File: src/rtl/dit_mon_pkg.sv
// dit_mon_pkg: shared error codes, channel states and counter widths for the DIT latency monitor
package dit_mon_pkg;
  typedef enum logic [2:0] {
    ERR_NONE     = 3'd0,
    ERR_EARLY    = 3'd1,
    ERR_LATE     = 3'd2,
    ERR_SPURIOUS = 3'd3,
    ERR_OVERLAP  = 3'd4,
    ERR_DROP     = 3'd5,
    ERR_TIMEOUT  = 3'd6
  } err_code_e;
  typedef enum logic [1:0] {IDLE, BUSY, WAIT_ACK} ch_state_e;
  localparam int ERR_CNT_W = 8;
endpackage

File: src/rtl/dit_lat_channel.sv
// dit_lat_channel: per-unit handshake FSM, latency counter and sticky first-error register
module dit_lat_channel import dit_mon_pkg::*; #(
  parameter int CNT_W = 6
) (
  input  logic             clk_i,
  input  logic             rst_i,
  input  logic             clr_i,
  input  logic             dit_en_i,
  input  logic             start_i,
  input  logic             valid_i,
  input  logic             ready_i,
  input  logic [CNT_W-1:0] exp_i,
  output logic             busy_o,
  output logic [CNT_W-1:0] lat_o,
  output logic             lat_vld_o,
  output logic             err_o,
  output logic [2:0]       err_code_o,
  output logic             ev_o
);
  ch_state_e        st;
  logic [CNT_W-1:0] cnt, exp_q;
  logic             dit_q, chk, hs, accept;
  logic             e_early, e_late, e_spur, e_ovl, e_drop, e_tmo;
  err_code_e        code;
  always_comb begin
    chk     = dit_q && exp_q != '0;
    hs      = st != IDLE && valid_i && ready_i;
    accept  = start_i && (st == IDLE || hs);
    e_early = st == BUSY && valid_i && chk && cnt < exp_q;
    e_late  = st == BUSY && !valid_i && chk && cnt == exp_q;
    e_spur  = st == IDLE && valid_i;
    e_ovl   = st != IDLE && start_i && !hs;
    e_drop  = st == WAIT_ACK && !valid_i;
    e_tmo   = st == BUSY && !valid_i && &cnt;
    code    = e_early ? ERR_EARLY : e_late ? ERR_LATE : e_spur ? ERR_SPURIOUS :
              e_ovl ? ERR_OVERLAP : e_drop ? ERR_DROP : e_tmo ? ERR_TIMEOUT : ERR_NONE;
    ev_o    = code != ERR_NONE;
  end
  assign busy_o = st != IDLE;
  always_ff @(posedge clk_i) begin
    if (rst_i) begin
      st         <= IDLE;
      cnt        <= '0;
      exp_q      <= '0;
      dit_q      <= 1'b0;
      lat_o      <= '0;
      lat_vld_o  <= 1'b0;
      err_o      <= 1'b0;
      err_code_o <= '0;
    end else begin
      lat_vld_o <= st == BUSY && valid_i;
      if (st == BUSY && valid_i) lat_o <= cnt;
      if (accept) begin
        st    <= BUSY;
        cnt   <= CNT_W'(1);
        exp_q <= exp_i;
        dit_q <= dit_en_i;
      end else if (st == BUSY) begin
        st  <= valid_i ? (ready_i ? IDLE : WAIT_ACK) : (&cnt ? IDLE : BUSY);
        cnt <= cnt + 1'b1;
      end else if (st == WAIT_ACK) begin
        st <= valid_i && !ready_i ? WAIT_ACK : IDLE;
      end
      // a same-cycle error overrides the clear
      if (clr_i || (ev_o && !err_o)) begin
        err_o      <= ev_o;
        err_code_o <= code;
      end
    end
  end
endmodule

File: src/rtl/dit_latency_monitor.sv
// dit_latency_monitor: multi-channel DIT latency checker with per-class expected latency and error counting
module dit_latency_monitor import dit_mon_pkg::*; #(
  parameter int NUM_CH    = 2,
  parameter int NUM_CLASS = 4,
  parameter int CNT_W     = 6,
  localparam int CLASS_W  = $clog2(NUM_CLASS)
) (
  input  logic                       clk_i,
  input  logic                       rst_i,
  input  logic                       dit_en_i,
  input  logic                       clr_i,
  input  logic [NUM_CLASS*CNT_W-1:0] exp_lat_i,
  input  logic [NUM_CH-1:0]          start_i,
  input  logic [NUM_CH*CLASS_W-1:0]  class_i,
  input  logic [NUM_CH-1:0]          valid_i,
  input  logic [NUM_CH-1:0]          ready_i,
  output logic [NUM_CH-1:0]          busy_o,
  output logic [NUM_CH*CNT_W-1:0]    lat_o,
  output logic [NUM_CH-1:0]          lat_vld_o,
  output logic [NUM_CH-1:0]          err_o,
  output logic [NUM_CH*3-1:0]        err_code_o,
  output logic [ERR_CNT_W-1:0]       err_cnt_o
);
  localparam int SUM_W = ERR_CNT_W + $clog2(NUM_CH + 1);
  logic [NUM_CH-1:0] ev;
  logic [SUM_W-1:0]  tot;
  for (genvar c = 0; c < NUM_CH; c++) begin : g_ch
    logic [CLASS_W-1:0] cls;
    assign cls = class_i[c*CLASS_W +: CLASS_W];
    dit_lat_channel #(.CNT_W(CNT_W)) u_ch (
      .clk_i     (clk_i),
      .rst_i     (rst_i),
      .clr_i     (clr_i),
      .dit_en_i  (dit_en_i),
      .start_i   (start_i[c]),
      .valid_i   (valid_i[c]),
      .ready_i   (ready_i[c]),
      .exp_i     (exp_lat_i[cls*CNT_W +: CNT_W]),
      .busy_o    (busy_o[c]),
      .lat_o     (lat_o[c*CNT_W +: CNT_W]),
      .lat_vld_o (lat_vld_o[c]),
      .err_o     (err_o[c]),
      .err_code_o(err_code_o[c*3 +: 3]),
      .ev_o      (ev[c])
    );
  end
  always_comb begin
    tot = clr_i ? '0 : SUM_W'(err_cnt_o);
    for (int i = 0; i < NUM_CH; i++) tot = tot + SUM_W'(ev[i]);
  end
  always_ff @(posedge clk_i) begin
    if (rst_i) err_cnt_o <= '0;
    else err_cnt_o <= tot > SUM_W'({ERR_CNT_W{1'b1}}) ? '1 : tot[ERR_CNT_W-1:0];
  end
endmodule

File: config.mk
export PLATFORM = sky130hd
export DESIGN_NAME = dit_latency_monitor
export DESIGN_NICKNAME = d
export VERILOG_FILES = /design/src/rtl/dit_mon_pkg.sv /design/src/rtl/dit_lat_channel.sv /design/src/rtl/dit_latency_monitor.sv
export SDC_FILE = /design/constraint.sdc
export NUM_CORES = 1
export LEC_CHECK = 0
export CAP_MARGIN = 20
export CORE_ASPECT_RATIO = 0.9
export CORE_MARGIN = 2
export CORE_UTILIZATION = 46
export CTS_CLUSTER_DIAMETER = 40
export DETAILED_ROUTE_END_ITERATION = 10
export PLACE_DENSITY = 0.76
export SETUP_SLACK_MARGIN = 0.5
export SLEW_MARGIN = 20
export SYNTH_ARGS = -nofsm -noshare
export SYNTH_HDL_FRONTEND = slang
export SYNTH_SLANG_ARGS = --single-unit
File: constraint.sdc
create_clock -name clk_i -period 2.7 [get_ports clk_i]
set_input_delay 0.54 -clock clk_i [delete_from_list [all_inputs] [get_ports clk_i]]
set_output_delay 0.54 -clock clk_i [all_outputs]
set_load 0.05 [all_outputs]
; Word level (Yosys, flattened, before mapping)
; Index checks and enable logic that the tools add are counted.
[word_totals]
out_inout_bits = 32
input_bits = 38
ff_bits = 60
wordCells = 134
[op_classes]
n_lt_le_gt_ge = 3
eq_ne = 6
mux = 32
shift = 2
n_reduce_logical = 64
addsub = 4
n_mul = 2
[op_table]
columns = cell, n
row1 = $shiftx 24x6->6, 2
row2 = $mux 3, 12
row3 = $logic_and 1x1->1, 34
row4 = $mux 2, 10
row5 = $mux 8, 2
row6 = $add 6x1->6 const B, 2
row7 = $eq 6x6->1, 2
row8 = $lt 6x6->1, 2
row9 = $reduce_and 6->1, 2
row10 = $reduce_bool 2->1, 6
row11 = $reduce_bool 3->1, 4
row12 = $reduce_bool 6->1, 2
row13 = $add 9x1->10, 1
row14 = $gt 10x8->1 const B, 1
row15 = $add 8x1->9, 1
row16 = $logic_not 1->1, 8
row17 = $mul 2x2->4 const B, 2
row18 = $mux 1, 8
row19 = $eq 2x1->1 const B, 2
row20 = $eq 2x2->1 const B, 2
row21 = $logic_not 2->1, 2
row22 = $logic_or 1x1->1, 4
row23 = $reduce_or 2->1, 2

; Longest topological paths before layout
; Gate-level depths: netlist (run 1).
[logic_depth]
word_depth = 14
mapped_depth = 16
mapped_depth_nobuf = 14

; Cells and area by module
; From an unflattened synthesis (run 1), not the netlist that was laid out.
[hier_totals]
hier_cells = 379
area_unflattened_um2 = 3437.0
[by_module_without_submodules]
columns = module, cells_per_inst, seq_area_each_um2, instances, area_per_inst_um2
row1 = dit_lat_channel, 160, 520.5, 2, 1363.8
row2 = dit_latency_monitor, 59, 160.2, 1, 709.4

; Least setup slack after synthesis (run 1)
; OpenSTA, ideal clock, no wires.
[synth_path]
kind = input to register
start = input valid_i[1]
end = register err_cnt_o[7]
setup_time_ns = 0.128
t_required_ns = 2.572
t_arrival_ns = 2.618
stages = 14
path_slack_ns = -0.045
n_path_buf = 2
path_cell_list = buf_2 > and2_1 > buf_2 > o2111ai_1 > nand3b_1 > and3_1 > inv_1 > fa_1 > ha_1 > nand2_1 > nor2_1 > nand3_1 > o21a_1 > nor2_1
[synth_via]
elab_chain_cells = 13
word_cells_on_any_way = 24
classes_between = add/sub: 1 / order compare: 1 / mux: 7 / reduce/logical: 15
[synth_rtl]
columns = element, line
row1 = "start, declared", dit_latency_monitor.sv:15  ; input logic [NUM_CH-1:0] valid_i,
row2 = $logic_not 1->1, "dit_lat_channel.sv:30, dit_lat_channel.sv:33, dit_lat_channel.sv:34"
row3 = $logic_and 1x1->1, "dit_lat_channel.sv:30, dit_lat_channel.sv:34"
row4 = $logic_and 1x1->1, dit_lat_channel.sv:34  ; e_tmo = st == BUSY && !valid_i && &cnt;
row5 = $mux 3 (3 in series), dit_lat_channel.sv:36  ; e_ovl ? ERR_OVERLAP : e_drop ? ERR_DROP : e_tmo ? ERR_TIMEOUT : ERR_NONE;
row6 = $mux 3 (2 in series), dit_lat_channel.sv:35  ; code = e_early ? ERR_EARLY : e_late ? ERR_LATE : e_spur ? ERR_SPURIOUS :
row7 = $mux 3 *, dit_lat_channel.sv:35
row8 = $reduce_bool 3->1 *, dit_lat_channel.sv:37  ; ev_o = code != ERR_NONE;
row9 = net g_ch[1].u_ch.ev_o, dit_lat_channel.sv:18  ; output logic ev_o
row10 = $add 9x1->10 *, dit_latency_monitor.sv:49  ; for (int i = 0; i < NUM_CH; i++) tot = tot + SUM_W'(ev[i]);
row11 = $gt 10x8->1, dit_latency_monitor.sv:53  ; else err_cnt_o <= tot > SUM_W'({ERR_CNT_W{1'b1}}) ? '1 : tot[ERR_CNT_W-1:0];
row12 = $mux 8 *, dit_latency_monitor.sv:53
row13 = "end signal, assigned", dit_latency_monitor.sv:53
row14 = "end, declared", dit_latency_monitor.sv:22  ; output logic [ERR_CNT_W-1:0] err_cnt_o
; Mark *: on every way through the listed nets, which the timed path passes. The rest lies on a longest branch.
; A chain may end at the register's enable or synchronous reset.

; Worst setup path in the final report (run 1)
[layout_path]
start = register g_ch[0].u_ch.exp_q[0]
end = register err_cnt_o[7]
[layout_via]
elab_chain_cells = 11
word_cells_on_any_way = 15
classes_between = add/sub: 2 / order compare: 2 / eq/ne: 1 / mux: 3 / reduce/logical: 7
[layout_rtl]
columns = element, line
row1 = "start, declared", dit_lat_channel.sv:21  ; logic [CNT_W-1:0] cnt, exp_q;
row2 = "start signal, assigned", dit_lat_channel.sv:56  ; exp_q <= exp_i;
row3 = branches (longest 5 deep; another with $lt 6x6->1), -
row4 = $mux 3 *, dit_lat_channel.sv:35
row5 = $reduce_bool 3->1 *, dit_lat_channel.sv:37
row6 = net g_ch[0].u_ch.ev_o, dit_lat_channel.sv:18
row7 = $add 8x1->9 *, dit_latency_monitor.sv:49
row8 = $add 9x1->10 *, dit_latency_monitor.sv:49
row9 = $gt 10x8->1, dit_latency_monitor.sv:53
row10 = $mux 8 *, dit_latency_monitor.sv:53
; Mark *: on every way through the listed nets, which the timed path passes.

==> metrics.csv, run 1 <==
metric;value;unit
critical path startpoint category;flip-flop;
CTS max path bufs;2;
antenna fix cells;0;
fraction of the yosys area taken by sequential cells;35.79;%
H-tree levels;3;
CTS tree;yes;
sum of net half-perimeters after detailed placement;5942;um
Final Cycle Share;99.19;%
setup TNS after final layout;0;ns
router iterations before antenna repair;4;
critical path start-end classification;reg2reg;
Logic pwr share;25.9;%
Ports;70;
synthesized netlist net count;434;
routed len/inst;13.93;um
fmax;373.4;MHz
cts bufs inserted;9;
height of the die;85.03;um
cell area after synthesis;3356;um^2
clock power share;33.8;%
final critical-path required period;2.678;ns
residual antenna-violating net count after detailed routing;0;
Hold Path End;g_ch[0].u_ch.err_code_o[1];
number of flops mapped to enable cells by yosys;0;
switching power share of the total;30.17;%
sinks on the clock net;60;
maximum number of pins on one net before global-route repair;36;
PD cells;529.5;nW/um^2
most frequent standard cell in the layout excluding fill and tap cells;sky130_fd_sc_hd__clkdlybuf4s50_1;
capturing point of the worst reg2reg path;err_cnt_o[7];
Post-layout nets;524;
number of buffers inserted by port buffering;69;
die width;94.03;um
sequential fraction of design power;40.3;%
Final Setup Violations;0;
global-route wire length before repair;12850;um
hold path startpoint;g_ch[0].u_ch.err_code_o[1];
worst-case vdd ir drop;0.3094;mV
result of the run;completed;
most used flip-flop cell after synthesis;sky130_fd_sc_hd__dfxtp_1;
net switching power of the design;734.5;uW
combined global-route utilization of all metal layers;20.34;%
number of design-rule violations left by the first detailed-router iteration;98;
Reg2Reg Launch Point;g_ch[0].u_ch.exp_q[0];
commonest cells after routing, fill and taps aside;sky130_fd_sc_hd__clkdlybuf4s50_1 (62), sky130_fd_sc_hd__dfxtp_1 (57), sky130_fd_sc_hd__nand2_1 (40), sky130_fd_sc_hd__nor2_1 (38), sky130_fd_sc_hd__a21oi_1 (31);
post-synthesis cell count;374;
Layout Skew;0.006160;ns
number of DRC violations after detailed routing;0;
Hold Fails Final Rpt;0;
depth of the worst hold-timing path;2;
number of max-cap violations;0;
vias in the first global route;2901;
reg-to-reg setup timing slack;0.02;ns
required time at the worst-slack endpoint;2.94;ns
Max Fanout on Critical Path;3;
arrival time of data at the critical path endpoint;2.92;ns
effective utilization at floorplan;47.43;%
RSZ-0062 raised after global routing;yes;
share of flip-flops with an asynchronous set or reset;0;%
reported leakage power;1.861;nW
Congestion Overflow GR;0;
total vias in the final route;2917;
Area growth, synth to finish;37.02;%
CTS Root Buffer Type;sky130_fd_sc_hd__clkbuf_8;
tightest slew margin relative to the limit;63.84;%
slew at the pin with the worst max-slew slack;0.5410;ns
count of standard-cell rows;29;
type of the worst min-delay path;reg2reg;
Total Wirelength;7817;um
layout cells sized above 1;18.38;%
syn_area_per_cell;8.973;um^2
cells on worst reg2reg path;12;
filler cell count in the final layout;593;
Final Core Density;64.99;%
antenna violations before repair;0;
clock edge transition at the registers on the reported setup and hold paths;0.07;ns
Clk Latency, worst-skew pair;0.35;ns
via count normalized by instance count;5.200;
Worst Setup End Kind;flip-flop;
total internal power;1.700;mW
count of state elements after synthesis;60;
overall die area;7995;um^2
post-synth cell types;52;
launch point of the worst path;g_ch[0].u_ch.exp_q[0];
total of warnings raised by yosys;0;
count of final max-slew check failures;0;
area of the placeable core;7076;um^2
Placer Congestion;0.8493;
[metal layers]
metal  part of all wire [%]  global-route usage, %  vias to the layer above
li1                       -                      -                     1487
met1                     47                  25.85                     1337
met2                     46                  33.05                       84
met3                    5.4                  5.329                        9
met4                    1.4                  8.037                        0
met5                      0                      0                        -
[what timing repair did]
item                                    4_1_cts  5_1_grt
gates resized for setup                       9        8
hold buffers                                  0        0
endpoints found under the setup margin       10       14
buffers inserted                              0        1
pin swaps                                     1        4
[power by group through the flow]
stage	clock network (mW)	logic, mW	registers (mW)
6_report	0.823	0.630	0.981
4_1_cts	0.833	0.628	0.981
5_1_grt	0.868	0.684	0.987
3_5_place_dp	0	0.622	1.00
3_3_place_gp	0	0.606	0.998
2_1_floorplan	0	0.368	1.05
[stage by stage]
step	total power [mW]	hold WS, ns	std cells	cell area (um^2)	setup slack, ns
after floorplan	1.417	0.4634	374	3436	0.2036
after global placement	1.605	0.4418	545	4349	-0.3136
after detailed placement	1.623	0.4488	545	4349	-0.3909
after CTS	2.443	0.4584	560	4567	0.01428
after global routing	2.539	0.4753	561	4598	-0.1432
final	2.435	0.4551	561	4598	0.02178
[cells in the mapped netlist, types with 8 or more instances]
cell type                  count  area [um^2]
sky130_fd_sc_hd__dfxtp_1      60         1201
sky130_fd_sc_hd__nand2_1      41        153.9
sky130_fd_sc_hd__nor2_1       39        146.4
sky130_fd_sc_hd__a21oi_1      33        165.2
sky130_fd_sc_hd__inv_1        23        86.33
sky130_fd_sc_hd__ha_1         21        262.8
sky130_fd_sc_hd__mux2i_1      16        160.2
sky130_fd_sc_hd__nand3_1      13        65.06
sky130_fd_sc_hd__nor2b_1      13        81.33
sky130_fd_sc_hd__mux4_2       12        270.3
sky130_fd_sc_hd__clkbuf_1      9        33.78
sky130_fd_sc_hd__nand2b_1      9        56.30
sky130_fd_sc_hd__xor2_1        8        70.07
[area by class of cell]
type / count / area, um^2 / share of cell area, %
clock buffer: 11 / 151.4 / 3.293
clock inverter: 4 / 48.80 / 1.061
inverter: 23 / 86.33 / 1.878
multi-input combinational: 272 / 2059 / 44.79
sequential: 60 / 1205 / 26.20
tap: 93 / 116.4 / 2.531
timing repair buffer: 98 / 930.9 / 20.24
[kinds of logic (layout without fill, tap and decap cells)]
group                      Yosys count  in the layout  synth area share [%]
and+or+nand+nor                    139            139                 20.40
xor gates and xnor gates            15             15                 3.915
AOI/OAI and AO/OA                   68             68                 13.16
DFF                                 60             60                 35.79
muxes                               28             28                 12.83
adders and majority gates           22             22                 8.427
buffers and inverters               42            136                 5.480
[registers in the layout (all words and copies together) (netlist names)]
register	cells
g_ch.u_ch.err_o	2
g_ch.u_ch.dit_q	2
g_ch.u_ch.exp_q	12
g_ch.u_ch.st	4
g_ch.u_ch.cnt	12
g_ch.u_ch.lat_vld_o	2
g_ch.u_ch.lat_o	12
err_cnt_o	8
g_ch.u_ch.err_code_o	6
[how the worst max path moves through the flow]
stage | end | slack (ns) | cells after the start
floorplan | err_cnt_o[6] | 0.20 | 11
global placement | err_cnt_o[7] | -0.31 | 12
detailed placement | err_cnt_o[7] | -0.39 | 11
CTS | err_cnt_o[7] | 0.01 | 12
global route | err_cnt_o[7] | -0.14 | 12
finish | err_cnt_o[7] | 0.02 | 12
[worst max-delay path, cell delays in order (launching register included)]
cell and delay (ns):
sky130_fd_sc_hd__dfxtp_2 0.32, sky130_fd_sc_hd__or4_4 0.54, sky130_fd_sc_hd__o31ai_4 0.20, sky130_fd_sc_hd__nor4_2 0.07, sky130_fd_sc_hd__buf_4 0.15, sky130_fd_sc_hd__a21oi_4 0.14
sky130_fd_sc_hd__nand4_4 0.11, sky130_fd_sc_hd__fa_2 0.41, sky130_fd_sc_hd__and4_1 0.18, sky130_fd_sc_hd__nand4_1 0.12, sky130_fd_sc_hd__xor2_1 0.17, sky130_fd_sc_hd__o21a_1 0.12
sky130_fd_sc_hd__nor2_1 0.03
(Power assumes the default switching activity.)
==> run 2: changes to the inputs <==
==> constraint.sdc (replaced) <==
create_clock -name clk_i -period 2.7 [get_ports clk_i]
set_input_delay 0.675 -clock clk_i [delete_from_list [all_inputs] [get_ports clk_i]]
set_output_delay 0.675 -clock clk_i [all_outputs]
set_load 0.05 [all_outputs]
==> metrics.csv, run 2 (same netlist as run 1, synthesis figures left out) <==
metric;value;unit;change
critical path start-end classification;reg2reg;;
number of buffers inserted by port buffering;69;;unchanged
CTS max path bufs;2;;unchanged
PD cells;535.1;nW/um^2;+1.1%
Total Wirelength;7989;um;+2.2%
number of max-cap violations;0;;unchanged
count of standard-cell rows;29;;unchanged
tightest slew margin relative to the limit;64.32;%;+0.48 points
H-tree levels;3;;unchanged
Ports;70;;unchanged
required time at the worst-slack endpoint;2.92;ns;-0.02 ns
residual antenna-violating net count after detailed routing;0;;unchanged
fin area;4684;um^2;+1.9%
reg-to-reg setup timing slack;-0.006;ns;-0.03 ns
Worst Setup Slack, final;-0.005900;ns;-0.02768 ns
filler cell count in the final layout;578;;-2.5%
area of placed instances;4378;um^2;+0.66%
routed len/inst;13.92;um;-0.11%
depth of the worst hold-timing path;2;;unchanged
registers with the highest flip-flop counts;g_ch.u_ch.cnt (12), g_ch.u_ch.exp_q (12), g_ch.u_ch.lat_o (12);;
Final Cycle Share;100.2;%;+1.0 points
antenna fix cells;0;;unchanged
launch point of the worst path;g_ch[0].u_ch.exp_q[0];;
global-route wire length before repair;13130;um;+2.1%
commonest cells after routing, fill and taps aside;sky130_fd_sc_hd__dfxtp_1 (60), sky130_fd_sc_hd__clkdlybuf4s50_1 (50), sky130_fd_sc_hd__buf_4 (41), sky130_fd_sc_hd__nand2_1 (40), sky130_fd_sc_hd__nor2_1 (38);;
Congestion Overflow GR;0;;unchanged
sinks on the clock net;60;;unchanged
multi-input gate area in the final layout;2066;um^2;+0.30%
Reg2Reg Launch Point;g_ch[0].u_ch.exp_q[0];;
met3 track utilization from global routing;4.263;%;-1.1 points
type of the worst min-delay path;reg2reg;;
arrival time of data at the critical path endpoint;2.93;ns;about the same
die width;94.03;um;unchanged
clock edge transition at the registers on the reported setup and hold paths;0.07;ns;about the same
height of the die;85.03;um;unchanged
sequential standard cell area;1201;um^2;-0.31%
sum of net half-perimeters after detailed placement;6116;um;+2.9%
Post-layout nets;536;;+2.3%
antenna violations before repair;0;;unchanged
most frequent standard cell in the layout excluding fill and tap cells;sky130_fd_sc_hd__dfxtp_1;;
final critical-path required period;2.706;ns;+0.02768 ns
layout cells sized above 1;19.96;%;+1.6 points
Final Setup Violations;1;;+1
CTS Root Buffer Type;sky130_fd_sc_hd__clkbuf_8;;
Placer Congestion;0.8582;;+1.0%
result of the run;finished, violations left;;
total vias in the final route;3038;;+4.1%
fmax;369.6;MHz;-1.0%
number of design-rule violations left by the first detailed-router iteration;134;;+37%
Hold Fails Final Rpt;0;;unchanged
worst setup slack after placement;-0.5395;ns;-0.1486 ns
area of the placeable core;7076;um^2;unchanged
cells on worst reg2reg path;12;;unchanged
endpoint of the most critical setup path;err_cnt_o[5];;
number of DRC violations after detailed routing;0;;unchanged
Final Core Density;66.21;%;+1.2 points
critical path startpoint category;flip-flop;;
router iterations before antenna repair;4;;unchanged
count of final max-slew check failures;0;;unchanged
GR met2 Demand/Resource;33.18;%;+0.13 points
Clk Latency, worst-skew pair;0.34;ns;about the same
Layout Skew;0.008797;ns;+0.002637 ns
Area growth, synth to finish;39.60;%;
Max Fanout on Critical Path;3;;unchanged
capturing point of the worst reg2reg path;err_cnt_o[5];;
vias in the first global route;2957;;+1.9%
Post-CTS Hold Fix Bufs;0;;unchanged
combined global-route utilization of all metal layers;20.56;%;+0.22 points
failing checks;setup timing;;
worst-case vdd ir drop;0.2993;mV;-3.3%
cts bufs inserted;9;;unchanged
via count normalized by instance count;5.293;;+1.8%
Worst Setup End Kind;flip-flop;;
Global Route met1 Usage;27.26;%;+1.4 points
effective utilization at floorplan;47.43;%;unchanged
Most Crowded Layer GR;met2;;
overall die area;7995;um^2;unchanged
CTS tree;yes;;
RSZ-0062 raised after global routing;yes;;
maximum number of pins on one net before global-route repair;18;;-50%
slew at the pin with the worst max-slew slack;0.5343;ns;-0.006748 ns
reported leakage power;1.987;nW;+6.7%
-- run 2: cell count changes in the layout (fill, tap and decap cells not counted), moves of 2 or more --
cell,change
sky130_fd_sc_hd__dfxtp_2,-3
sky130_fd_sc_hd__clkdlybuf4s50_1,-12
sky130_fd_sc_hd__buf_4,+13
sky130_fd_sc_hd__clkinvlp_4,+2
sky130_fd_sc_hd__dlygate4sd2_1,+9
sky130_fd_sc_hd__ha_1,+2
sky130_fd_sc_hd__dlymetal6s2s_1,+2
sky130_fd_sc_hd__clkbuf_8,-2
sky130_fd_sc_hd__ha_2,-2
sky130_fd_sc_hd__dfxtp_1,+3
-- run 2: final cells by class --
cell class	count	area share [%]
clock buffers	10	2.724
clock inverters	6	1.896
inverters	23	1.843
multi-input cells	272	44.10
flip-flops and latches	60	25.64
well taps	93	2.484
repair buffers	110	21.31
-- run 2: routing by layer --
metal | wire [um] | vias up
met1 | 3754 | 1420
met2 | 3707 | 89
met5 | 0 | -
li1 | - | 1517
met3 | 389 | 12
met4 | 138 | 0
-- run 2: repair_timing --
action,CTS,global route
setup endpoints to repair,20,13
buffers inserted,2,4
pin swaps,3,5
gates resized for setup,23,17
-- run 2: how the worst min path moves through the flow --
| stage | start | endpoint |
|---|---|---|
| 2_1_floorplan | g_ch[1].u_ch.exp_q[4] | g_ch[1].u_ch.exp_q[4] |
| 3_3_place_gp | g_ch[0].u_ch.err_code_o[1] | g_ch[0].u_ch.err_code_o[1] |
| 3_5_place_dp | g_ch[0].u_ch.lat_o[2] | g_ch[0].u_ch.lat_o[2] |
| 4_1_cts | g_ch[0].u_ch.lat_o[2] | g_ch[0].u_ch.lat_o[2] |
| 5_1_grt | g_ch[0].u_ch.err_code_o[1] | g_ch[0].u_ch.err_code_o[1] |
| 6_report | g_ch[0].u_ch.lat_o[1] | g_ch[0].u_ch.lat_o[1] |
-- run 2: report_power, final --
part,internal [mW],switching (mW)
logic,0.303,0.344
clock network,0.519,0.362
registers,0.937,0.0415
-- run 2: critical path, cell delays in order (launching register included) --
cell	delay (ns)
sky130_fd_sc_hd__dfxtp_1	0.31
sky130_fd_sc_hd__or4_4	0.55
sky130_fd_sc_hd__o31ai_4	0.22
sky130_fd_sc_hd__nor4_2	0.08
sky130_fd_sc_hd__buf_4	0.15
sky130_fd_sc_hd__a21oi_4	0.14
sky130_fd_sc_hd__nand4_4	0.11
sky130_fd_sc_hd__fa_2	0.42
sky130_fd_sc_hd__and4_1	0.19
sky130_fd_sc_hd__nand2_1	0.09
sky130_fd_sc_hd__xor2_1	0.17
sky130_fd_sc_hd__o21a_1	0.13
sky130_fd_sc_hd__nor2_1	0.04
-- run 2: per-stage QoR --
stage | hold WS, ns | setup TNS (ns) | cells | total power [mW]
3_3_place_gp | 0.4417 | -3.180 | 552 | 1.612
2_1_floorplan | 0.4634 | 0 | 374 | 1.412
6_report | 0.4552 | -0.005900 | 574 | 2.507
3_5_place_dp | 0.4483 | -3.923 | 552 | 1.630
5_1_grt | 0.4737 | -0.4746 | 574 | 2.631
4_1_cts | 0.4585 | -0.01200 | 570 | 2.517
==> patch, RTL diff (config.mk and constraints of run 2) <==
Change the package constant `ERR_CNT_W` from 8 to 12.
--- a/src/rtl/dit_mon_pkg.sv
+++ b/src/rtl/dit_mon_pkg.sv
@@ -12,3 +12,3 @@
   typedef enum logic [1:0] {IDLE, BUSY, WAIT_ACK} ch_state_e;
-  localparam int ERR_CNT_W = 8;
+  localparam int ERR_CNT_W = 12;
 endpackage
Ports: changed (resized err_cnt_o); port bits go from 70 to 74. The function was not compared with the original's and may differ.
==> patch against run 2 <==
The flow still finishes with violations (negative setup slack); largest cell class unchanged; worst setup slack lost 0.12 ns; clock power grew 3.1%; design area is 13% higher; sequential power is 5% higher; sequential cell count increased by 4; synthesized area up 5.3%; via count increased by 12%; final cell count up 11%; hold slack better by 0.00090 ns; non-clock buffer count rose by 30; critical endpoint is now err_cnt_o[9]$_SDFF_PP0_; fmax decreased by 4.3%; total power increased by 5.6%; wire length is 20% higher.
==> patch: results (changes against run 2) <==
| Metric | Value |
|---|---|
| Worst path max stage delay | 0.38 ns (was 0.55 ns) |
| Post-Syn Nets | 466 (was 434) |
| Slowest-stage cell, CP | fa_2 (was or4_4) |
| Post-synthesis mux area share | 0.1076 (was 0.1283) |
| Post-DP HPWL | 6805 um (was 6116 um) |
| Worst setup path end | err_cnt_o[9]$_SDFF_PP0_ (was err_cnt_o[5]$_SDFF_PP0_) |
| Setup violators final | 12 (was 1) |
| Failing checks | negative setup slack (unchanged) |
| Setup TNS Final | -1.025 ns (was -0.005900 ns) |
| Min Hold Slack | 0.4561 ns (was 0.4552 ns) |
| Sequential share of the synthesized area | 0.3626 (was 0.3579) |
| Critical path arrival | 3.10 ns (was 2.93 ns) |
| Compound-Gate Fraction of Synth Area | 0.1246 (was 0.1316) |
| Wirelength per Cell | 15.05 um (was 13.92 um) |
| Layout cell share with drive strength beyond 1 | 0.2994 (was 0.1996) |
| Worst Tran Pin Value | 0.5153 ns (was 0.5343 ns) |
| Clk_skew | 0.006106 ns (was 0.008797 ns) |
| Largest net degree at the start of global routing | 21 (was 18) |
| NetSw | 798.6 uW (was 747.4 uW) |
| Post-place setup slack | -0.8322 ns (was -0.5395 ns) |
| List of most frequent post-synthesis cells | 64 x dfxtp_1, 59 x nand2_1, 39 x a21oi_1, 38 x nor2_1, 28 x inv_1 (was 60 x dfxtp_1, 41 x nand2_1, 39 x nor2_1, 33 x a21oi_1, 23 x inv_1) |
| XOR/XNOR Fraction of Synth Area | 0.04462 (was 0.03915) |
| M1 GR Usage | 0.2815 (was 0.2726) |
| Delay-heaviest family, CP | compound AO/OA/AOI/OAI gates (was simple AND/OR/NAND/NOR gates) |
| Pleak | 0.002280 uW (was 0.001987 uW) |
| Fraction of the mapped netlist area in adder cells | 0.08003 (was 0.08427) |
| Status | finished with violations (unchanged) |
| Setup slack after layout | -0.1276 ns (was -0.005900 ns) |
| Port Buffers | 73 (was 69) |
| Number of different library cells in the post-synthesis netlist | 50 (was 52) |
| Worst r2r path cells | 14 (was 12) |
| Routed wire length | 9588 um (was 7989 um) |
| Number of global-route vias before repair | 3231 (was 2957) |
| Total track usage | 0.2236 (was 0.2056) |
| Post-synthesis instance total | 406 (was 374) |
| Grt met3 use | 0.03896 (was 0.04263) |
[patch: kinds of logic after synthesis]
logic type      after synthesis
compound gates               73
flops                        64
fa+ha+maj                    22
mux                          23
xor+xnor                     18
buf+inv                      50
simple gates                156
[patch: cell type report]
cell class	instances	area, sq um
clock buffers	9	123.9
clock inverters	7	95.09
fillers	545	2211
inverters	28	105.1
multi-input cells	293	2300
flip-flops and latches	64	1295
well taps	96	120.1
repair buffers	140	1257
[patch: repair_timing]
| item | in CTS | in global routing |
|---|---|---|
| pin swaps | 12 | 20 |
| endpoints found under the setup margin | 30 | 23 |
| buffers inserted | 5 | 4 |
| gates resized for setup | 36 | 42 |
| endpoints found under the hold margin | 0 | 0 |
| gates cloned | 1 | 0 |
[patch: per-layer routing]
layer | share of wire | routed length, um
met5 | 0 | 0
met4 | 0.014 | 131
met3 | 0.056 | 540
met2 | 0.52 | 4962
met1 | 0.41 | 3953
